[config.mk]
export PLATFORM = sky130hd
export DESIGN_NAME = serial_adder16
export DESIGN_NICKNAME = d
export VERILOG_FILES = /design/src/rtl/serial_adder16_pkg.sv /design/src/rtl/full_adder.sv /design/src/rtl/serial_adder16.sv
export SDC_FILE = /design/constraint.sdc
export NUM_CORES = 1
export LEC_CHECK = 0
export ABC_CLOCK_PERIOD_IN_PS = 2200
export CORE_UTILIZATION = 55
export CTS_BUF_LIST = sky130_fd_sc_hd__clkbuf_16
export CTS_CLUSTER_DIAMETER = 200
export CTS_CLUSTER_SIZE = 40
export DETAILED_ROUTE_END_ITERATION = 8
export PLACE_DENSITY = 0.84
export SYNTH_ARGS = -nofsm -noshare
export SYNTH_HDL_FRONTEND = slang
export SYNTH_SLANG_ARGS = --single-unit
export TNS_END_PERCENT = 50
[constraint.sdc]
create_clock -name clk -period 2.2 [get_ports clk]
set_input_delay 0.22 -clock clk [delete_from_list [all_inputs] [get_ports clk]]
set_output_delay 0.22 -clock clk [all_outputs]
set_load 0.02 [all_outputs]
[src/rtl/serial_adder16_pkg.sv]
// Shared definitions for the bit-serial adder: default word width and FSM state encodings.
package serial_adder16_pkg;

    localparam int unsigned HackWordWidth = 16;

    typedef enum logic [1:0] {
        StIdle = 2'd0,
        StRun  = 2'd1,
        StDone = 2'd2
    } state_e;

endpackage

[src/rtl/full_adder.sv]
// Single-bit full adder cell.
module full_adder (
    input  logic a,
    input  logic b,
    input  logic cin,
    output logic s,
    output logic co
);

    assign s  = a ^ b ^ cin;
    assign co = (a & b) | (a & cin) | (b & cin);

endmodule

[src/rtl/serial_adder16.sv]
// Bit-serial WIDTH-bit adder: one bit per clock, LSB first, through one full_adder
// cell and a registered carry. start/busy/done handshake; result held until next completion.
module serial_adder16
    import serial_adder16_pkg::*;
#(
    parameter int unsigned WIDTH = HackWordWidth
) (
    input  logic             clk,
    input  logic             reset,
    input  logic             start,
    input  logic [WIDTH-1:0] a,
    input  logic [WIDTH-1:0] b,
    input  logic             cin,
    output logic             busy,
    output logic             done,
    output logic [WIDTH-1:0] sum,
    output logic             cout,
    output logic             overflow
);

    localparam int unsigned CntW = $clog2(WIDTH);
    localparam logic [CntW-1:0] LastCnt = CntW'(WIDTH - 1);

    state_e           state_q, state_d;
    logic [WIDTH-1:0] a_sh_q, b_sh_q, res_sh_q, sum_q;
    logic [CntW-1:0]  cnt_q;
    logic             carry_q, cout_q, overflow_q;
    logic             accept, last_bit;
    logic             fa_s, fa_co;
    logic [WIDTH-1:0] res_next;

    full_adder u_full_adder (
        .a   (a_sh_q[0]),
        .b   (b_sh_q[0]),
        .cin (carry_q),
        .s   (fa_s),
        .co  (fa_co)
    );

    assign last_bit = (cnt_q == LastCnt);
    assign res_next = {fa_s, res_sh_q[WIDTH-1:1]};

    always_comb begin
        state_d = state_q;
        accept  = 1'b0;
        unique case (state_q)
            StIdle: begin
                if (start) begin
                    state_d = StRun;
                    accept  = 1'b1;
                end
            end
            StRun: begin
                if (last_bit) state_d = StDone;
            end
            StDone: begin
                // A start in the done cycle chains straight into the next add.
                if (start) begin
                    state_d = StRun;
                    accept  = 1'b1;
                end else begin
                    state_d = StIdle;
                end
            end
            default: state_d = StIdle;
        endcase
    end

    always_ff @(posedge clk) begin
        if (reset) begin
            state_q    <= StIdle;
            a_sh_q     <= '0;
            b_sh_q     <= '0;
            res_sh_q   <= '0;
            sum_q      <= '0;
            cnt_q      <= '0;
            carry_q    <= 1'b0;
            cout_q     <= 1'b0;
            overflow_q <= 1'b0;
        end else begin
            state_q <= state_d;
            if (accept) begin
                a_sh_q  <= a;
                b_sh_q  <= b;
                carry_q <= cin;
                cnt_q   <= '0;
            end else if (state_q == StRun) begin
                res_sh_q <= res_next;
                a_sh_q   <= a_sh_q >> 1;
                b_sh_q   <= b_sh_q >> 1;
                carry_q  <= fa_co;
                cnt_q    <= cnt_q + CntW'(1);
                if (last_bit) begin
                    // carry_q is the carry into the MSB on this cycle.
                    sum_q      <= res_next;
                    cout_q     <= fa_co;
                    overflow_q <= carry_q ^ fa_co;
                end
            end
        end
    end

    assign busy     = (state_q == StRun);
    assign done     = (state_q == StDone);
    assign sum      = sum_q;
    assign cout     = cout_q;
    assign overflow = overflow_q;

endmodule

After elaboration in Yosys (flattened, before gate mapping) --
Cells that the tools add are included.
Operators by class: add/sub/neg operators 1, equality and inequality tests 5, multiplexer cells 12, bitwise logic cells 9, reductions and logical operators 7
Operator list (count):
- $mux W16 | 4
- $pmux W2 S3 | 1
- $mux W1 | 5
- $add A4 B1 Y4 const B | 1
- $eq A4 B4 Y1 const B | 1
- $mux W2 | 2
- $reduce_and A2 Y1 | 2
- $reduce_or A2 Y1 | 2
- $and A1 B1 Y1 | 3
- $reduce_and A3 Y1 | 1
- $xor A1 B1 Y1 | 3
- $eq A2 B1 Y1 const B | 1
- $eq A2 B2 Y1 const B | 1
- $logic_not A2 Y1 | 1
- $ne A2 B1 Y1 const B | 1
- $ne A2 B2 Y1 const B | 1
- $or A1 B1 Y1 | 2
- $reduce_bool A2 Y1 | 1
- $not A1 Y1 | 1
Storage, ports and cells: register bits after elaboration 73, bits of input ports 36, output and inout bits 20, logic and storage cells 43

Logic depth before layout (Yosys ltp) --
depth in word-level cells 5, depth in mapped cells 6, mapped depth without buffers 4

Cells and area by module --
From an unflattened synthesis, not the netlist that was laid out.
Second synthesis, totals: cell total of the unflattened synthesis 358, area, all modules 2912.8 sq um
By module, submodules not included:
- serial_adder16 | times used 1, cells an instance 357, area an instance 2892.8 sq um
- full_adder | times used 1, cells an instance 1, area an instance 20.0 sq um

Worst setup path after synthesis --
Ideal clock, no wire load.
path type reg-to-reg, from register carry_q, to register sum_q[15], in the netlist sum[15], setup time 0.070 ns, arrival time 1.356 ns, slack 0.774 ns, stages on the path, launching flop included 5, clock period less this slack 1.426 ns, cell sequence dfxtp_1 fa_1 inv_1 or3_1 a21oi_1
On the way: word-level cells in the longest chain between the ends 1
RTL lines:
- start, declared | RTL line serial_adder16.sv:27 | logic carry_q, cout_q, overflow_q;
- start signal, assigned | RTL line serial_adder16.sv:85 | carry_q <= cin;
- start signal, assigned | RTL line serial_adder16.sv:91 | carry_q <= fa_co;
- $xor A1 B1 Y1 | RTL line full_adder.sv:10 | assign s = a ^ b ^ cin;
- named net fa_s | RTL line serial_adder16.sv:29 | logic fa_s, fa_co;
- end signal, assigned | RTL line serial_adder16.sv:95 | sum_q <= res_next;
- end, declared | RTL line serial_adder16.sv:25 | logic [WIDTH-1:0] a_sh_q, b_sh_q, res_sh_q, sum_q;
The timed path passes the listed nets, and every way through them passes these cells. A chain may end at the register's enable or synchronous reset.

Final worst setup path --
from register state_q[1], to output busy
On the way: word-level cells in the longest chain between the ends 1
RTL lines:
- start, declared | RTL line serial_adder16.sv:24 | state_e state_q, state_d;
- start signal, assigned | RTL line serial_adder16.sv:71 | state_q <= StIdle;
- start signal, assigned | RTL line serial_adder16.sv:81 | state_q <= state_d;
- $eq A2 B1 Y1 | RTL line serial_adder16.sv:103 | assign busy = (state_q == StRun);
- end, declared | RTL line serial_adder16.sv:14 | output logic busy,
Every way passes these cells.

==> flow_summary.yaml <==
sta:
  fin_crit_sh: 0.871
  setup_tns_ns: 0
  fin_worst_skew_ns: 0.00357
  relSlewSlack: 0.612
  rsz0062_at_grt: "no"
  final-hold-violation-count: 0
  fin_crit_ns: 1.92
  finalSetupViolCount: 0
  worst_pin_slew_ns: 0.581
  max_freq_mhz: 522
  drv_slew: 0
floorplan:
  rows: 26
  die_w_um: 74.7
  core_area_um2: 5110
  initial_core_util: 0.569
  dieArea_um2: 5580
  die_h_um: 74.7
  ioPinCount: 56
worst_setup_path:
  cp_max_fo: 15
  path_class: "flip-flop to primary output"
  critPathCaptureType: "primary output"
  worst_setup_path_start_kind: "flip-flop"
  critPathRequiredTime_ns: 1.98
  worstPathArrival_ns: 1.70
drt:
  drtIter0Drc: 172
  ant_nets: 0
  routed_wl_mm: 6.34
  dr.pass1.iters: 4
  drc: 0
  viasPerCell: 5.36
  vias: 2568
  wire_per_inst_um: 13.2
yosys:
  ys_seq_area_frac: 0.496
  yosysUniqueCellTypes: 29
  avgSynthCellArea_um2: 8.01
  synth_top_family_by_area: "compound AO/OA/AOI/OAI gates"
  synth_edf_count: 0
  ys_warn_count: 0
  synth-adder-area-share: 0.0112
  synth_nets: 401
  yosys-mux-area-fraction: 0.0103
  ys.flop_type: "dfxtp_1"
  syn_inst: 363
  yosysTopAreaCell: "dfxtp_1"
  synthTopCellsByArea: "dfxtp_1 (50%), nand2_1 (9.3%), a21oi_1 (6.2%)"
  ys_async_sr_fraction: 0
  synth_compound_area_frac: 0.207
  synthSimpleGateAreaFrac: 0.188
  synth_top_area_share: 0.496
  ys_ff_latch: 72
  synth-xor-area-share: 0.00904
  netlist_area_um2: 2910
grt:
  grt_pass1_vias: 2465
  grt_max_degree: 53
  busiest_layer: "met2"
  use_met2: 0.452
  met1_usage: 0.296
  grt-ovfl-total: 0
  grtUsageMet3: 0.0442
  antenna_found_initial: 0
  grt_pass1_wl_mm: 10.7
  grt_usage: 0.252
finish:
  multi_input_area_um2: 1240
  layout.nets: 442
  antenna_cells: 0
  layout_common_cells: "nand2_1 (72), dfxtp_1 (72), clkdlybuf4s50_1 (54), a21oi_1 (36), a31oi_1 (21)"
  syn_to_final_growth_pct: 28.7
  register_area_um2: 1440
  fillers: 412
  layout-drive-gt1-share: 0.0660
power_and_ir_drop:
  power_frac_comb: 0.098
  power.density_nw_per_um2: 825
  vdd_ir_drop_max_uv: 615
  switching_power_mw: 0.725
  sw_frac_of_total: 0.235
  intPower_mw: 2.36
  pwr-share-seq: 0.454
  leakage_nw: 1.26
  power.total_mw: 3.09
  clkPwrFrac: 0.448
clock_network:
  numCtsBuffers: 9
  clk_path_buf_depth: 2
  clk_pin_slew_ns: 0.05
  cts_root_buf: "clkbuf_16"
  htreeDepth: 3
  cts_tree: "built"
  hold_buffers: 0
  cts_resized: 0
  cts_sinks: 72
  cts_setup_buffers: 0
  clk_latency_ns: 0.32
job:
  drv_cap: 0
hold_path:
  hold_class: "flip-flop to flip-flop"
status:
  outcome: "finished, final reports clean"
placed_design:
  dp_hpwl_mm: 3.76
  place_congestion: 0.771
  port-buffer-count: 55
cells in the mapped netlist (2+ instances only):
| cell | number |
|---|---|
| dfxtp_1 | 72 |
| nand2_1 | 72 |
| a21oi_1 | 36 |
| a31oi_1 | 21 |
| nor3_1 | 20 |
| o21ai_0 | 20 |
| o21ai_1 | 19 |
| inv_1 | 18 |
| or3_1 | 18 |
| clkbuf_1 | 17 |
| buf_2 | 16 |
| o22ai_1 | 7 |
| nand3_1 | 5 |
| a22oi_1 | 3 |
| mux2i_1 | 3 |
| nor2b_1 | 2 |
| xor2_1 | 2 |
layout make-up:
cell class | count | area share
repair buffers | 64 | 0.164
inverters | 19 | 0.0191
clock inverters | 7 | 0.0167
well taps | 70 | 0.0234
clock buffers | 9 | 0.0602
flip-flops and latches | 72 | 0.385
multi-input cells | 238 | 0.331
through the flow:
step           area (µm²)  utilization  worst slack [ns]  std cells  hold WS (ns)
5_1_grt              3740        0.732             0.215        479         0.481
3_5_place_dp         3450        0.676             0.594        463         0.450
2_1_floorplan        2910            -             0.774        363         0.404
4_1_cts              3740        0.732             0.280        479         0.458
3_3_place_gp         3450        0.676             0.632        463         0.442
6_report             3740        0.732             0.284        479         0.460
power groups by stage:
stage / combinational [mW] / clock, mW / sequential, mW
6_report: 0.303 / 1.38 / 1.40
5_1_grt: 0.336 / 1.45 / 1.41
4_1_cts: 0.304 / 1.40 / 1.40
3_5_place_dp: 0.297 / 0 / 1.43
3_3_place_gp: 0.291 / 0 / 1.42
2_1_floorplan: 0.202 / 0 / 1.42
flip-flops by register name, summed over array words and instances, names as in the netlist:
name / flops
sum: 16
state_q: 2
res_sh_q: 15
carry_q: 1
cnt_q: 4
b_sh_q: 16
cout: 1
overflow: 1
a_sh_q: 16
critical path: stages, from the launching register on:
cell and delay, ns:
dfxtp_1 0.31, nand2b_2 0.32, inv_2 0.11, clkdlybuf4s50_1 0.63
path summary, 6_finish.rpt:
path         cells past startpoint                startpoint                        to  slack [ns]
min reg2reg                      2  res_sh_q[1]$_SDFFE_PP0P_  res_sh_q[1]$_SDFFE_PP0P_        0.46
max reg2reg                      5   state_q[1]$_SDFFE_PP0P_     cnt_q[1]$_SDFFE_PP0P_        0.52
max                              3   state_q[1]$_SDFFE_PP0P_                      busy        0.28
min                              2  res_sh_q[1]$_SDFFE_PP0P_  res_sh_q[1]$_SDFFE_PP0P_        0.46
kinds of logic after synthesis:
family	after synthesis
muxes	3
and+or+nand+nor	121
adders and majority gates	2
AOI/OAI and AO/OA	109
DFF	72
buffers and inverters	53
xor gates and xnor gates	3
per-layer routing:
layer	share of wire	routed length (µm)	vias to the layer above
li1	-	-	1331
met1	0.45	2870	1177
met2	0.50	3170	52
met3	0.035	224	8
met4	0.012	76	0
met5	0	0	-
Note: power is estimated with default switching activity, not from simulation.
==> RTL change (same settings) <==
The 3 states of `state_e` get a one-hot encoding in 3 bits.
--- a/src/rtl/serial_adder16_pkg.sv
+++ b/src/rtl/serial_adder16_pkg.sv
@@ -3,10 +3,10 @@
 
     localparam int unsigned HackWordWidth = 16;
 
-    typedef enum logic [1:0] {
-        StIdle = 2'd0,
-        StRun  = 2'd1,
-        StDone = 2'd2
+    typedef enum logic [2:0] {
+        StIdle = 3'b001,
+        StRun  = 3'b010,
+        StDone = 3'b100
     } state_e;
 
 endpackage
Check against the original RTL: same outputs for any inputs over 10 cycles, from zero or initial values and one cycle with reset high; not proved beyond that.
==> RTL change against the original RTL <==
- clock skew increased by 3.7 ps
- combinational power is 5% lower
- design area rose by 9.6%
- final cell count is 4.6% lower
- sequential cell count rose by 1
- area after synthesis increased by 9.3%
- routed wire length increased by 18%
- setup slack lost 210 ps
- total power rose by 8.8%
==> RTL change: results (changes against the original RTL) <==
| Metric | Value |
|---|---|
| HPWL Detailed | 4.48 mm (+19%) |
| Gr usage total | 26.9% (+1.7 points) |
| Adder-cell share of the synthesized area | 1.02% (-0.095 points) |
| Vias post-DR | 2828 (+10%) |
| Fillers | 422 (+2.4%) |
| Synth cell types | 32 (+10%) |
| Synth top cells by count | 73 x dfxtp_1, 36 x a21oi_1, 33 x a22o_1 |
| Routed wire length | 7.46 mm (+18%) |
| Worst-margin pin slew | 663 ps (+81.5 ps) |
| Crit-path max cell delay | 600 ps (-30 ps) |
| Final nets | 418 (-5.4%) |
| Crit path DAT | 1910 ps (+210 ps) |
| Worst reg-to-reg setup slack | 370 ps (-150 ps) |
| Synth Area in Compound Gates | 28.7% (+8.0 points) |
| Pint | 2640 µW (+12%) |
| Fraction of layout cells with a size suffix above 1 | 8.31% (+1.7 points) |
| Post-synthesis mux area share | 0% (-1.0 points) |
| Synth area leaders | dfxtp_1 46%, a221o_1 9.8%, a22o_1 9.1%, nor3b_1 7.6%, a21oi_1 5.7% |
| Final RePlAce weighted congestion | 0.764 (-0.97%) |
| Min-delay src | reset |
| Sequential-to-total area share from yosys stat | 46.0% (-3.6 points) |
| Crit-path max FO | 7 (-8) |
| Status | completed |
| DR pass1 iterations | 6 (+2) |
| Setup Skew | 7.25 ps (+3.68 ps) |
| Vias in the first global route | 2745 (+11%) |
RTL change: changes by cell type after synthesis, sizes merged, moves of 18 or more:
cell	before	now
a22o	0	33
nand2	72	32
nor3	20	2
nor3b	0	32
o21ai	39	20
a31oi	21	0
a221o	0	31
RTL change: per-stage QoR:
step / hold WS [ps] / std cells / total power [µW] / area [µm²] / setup slack [ps]
2_1_floorplan: 345 / 340 / 1600 / 3180 / 495
3_3_place_gp: 446 / 441 / 1710 / 3760 / 133
3_5_place_dp: 457 / 441 / 1720 / 3760 / 73.6
4_1_cts: 213 / 457 / 3360 / 4100 / 65.5
5_1_grt: 243 / 457 / 3460 / 4100 / 11.6
6_report: 224 / 457 / 3360 / 4100 / 71.5
RTL change: final timing paths:
check / to
min reg2reg: res_sh_q[1]$_SDFFE_PP0P_
max: busy
max reg2reg: overflow$_SDFFE_PP0P_
min: res_sh_q[1]$_SDFFE_PP0P_
RTL change: metal layers:
| layer | vias up | global-route usage, % | wire, µm |
|---|---|---|---|
| met3 | 17 | 5.29 | 346 |
| met2 | 87 | 45.0 | 3770 |
| li1 | 1361 | - | - |
| met4 | 0 | 13.0 | 171 |
| met5 | - | 0 | 0 |
| met1 | 1363 | 33.2 | 3170 |
RTL change: kinds of logic after synthesis:
logic type / count (synthesis)
compound gates: 124
simple gates: 98
flops: 73
buf+inv: 40
xor+xnor: 3
fa+ha+maj: 2
RTL change: power by group through the flow:
| stage | sequential, µW | clock, µW | combinational (µW) |
|---|---|---|---|
| after floorplan | 1420 | 0 | 180 |
| after global placement | 1430 | 0 | 277 |
| final | 1410 | 1660 | 287 |
| after CTS | 1400 | 1670 | 287 |
| after detailed placement | 1430 | 0 | 285 |
| after global routing | 1410 | 1740 | 310 |
RTL change: final cells by class:
type | count | share of cell area, %
Inverter | 2 | 0.183
Tap cell | 72 | 2.20
Clock inverter | 7 | 2.90
Timing Repair Buffer | 67 | 16.1
Clock buffer | 9 | 5.49
Multi-Input combinational cell | 227 | 37.5
Sequential cell | 73 | 35.6
RTL change: critical path, delay by kind of cell (launching register included):
family / cells / cell delay (ps)
simple gates: 1 / 460
buf+inv: 2 / 710
flops: 1 / 410
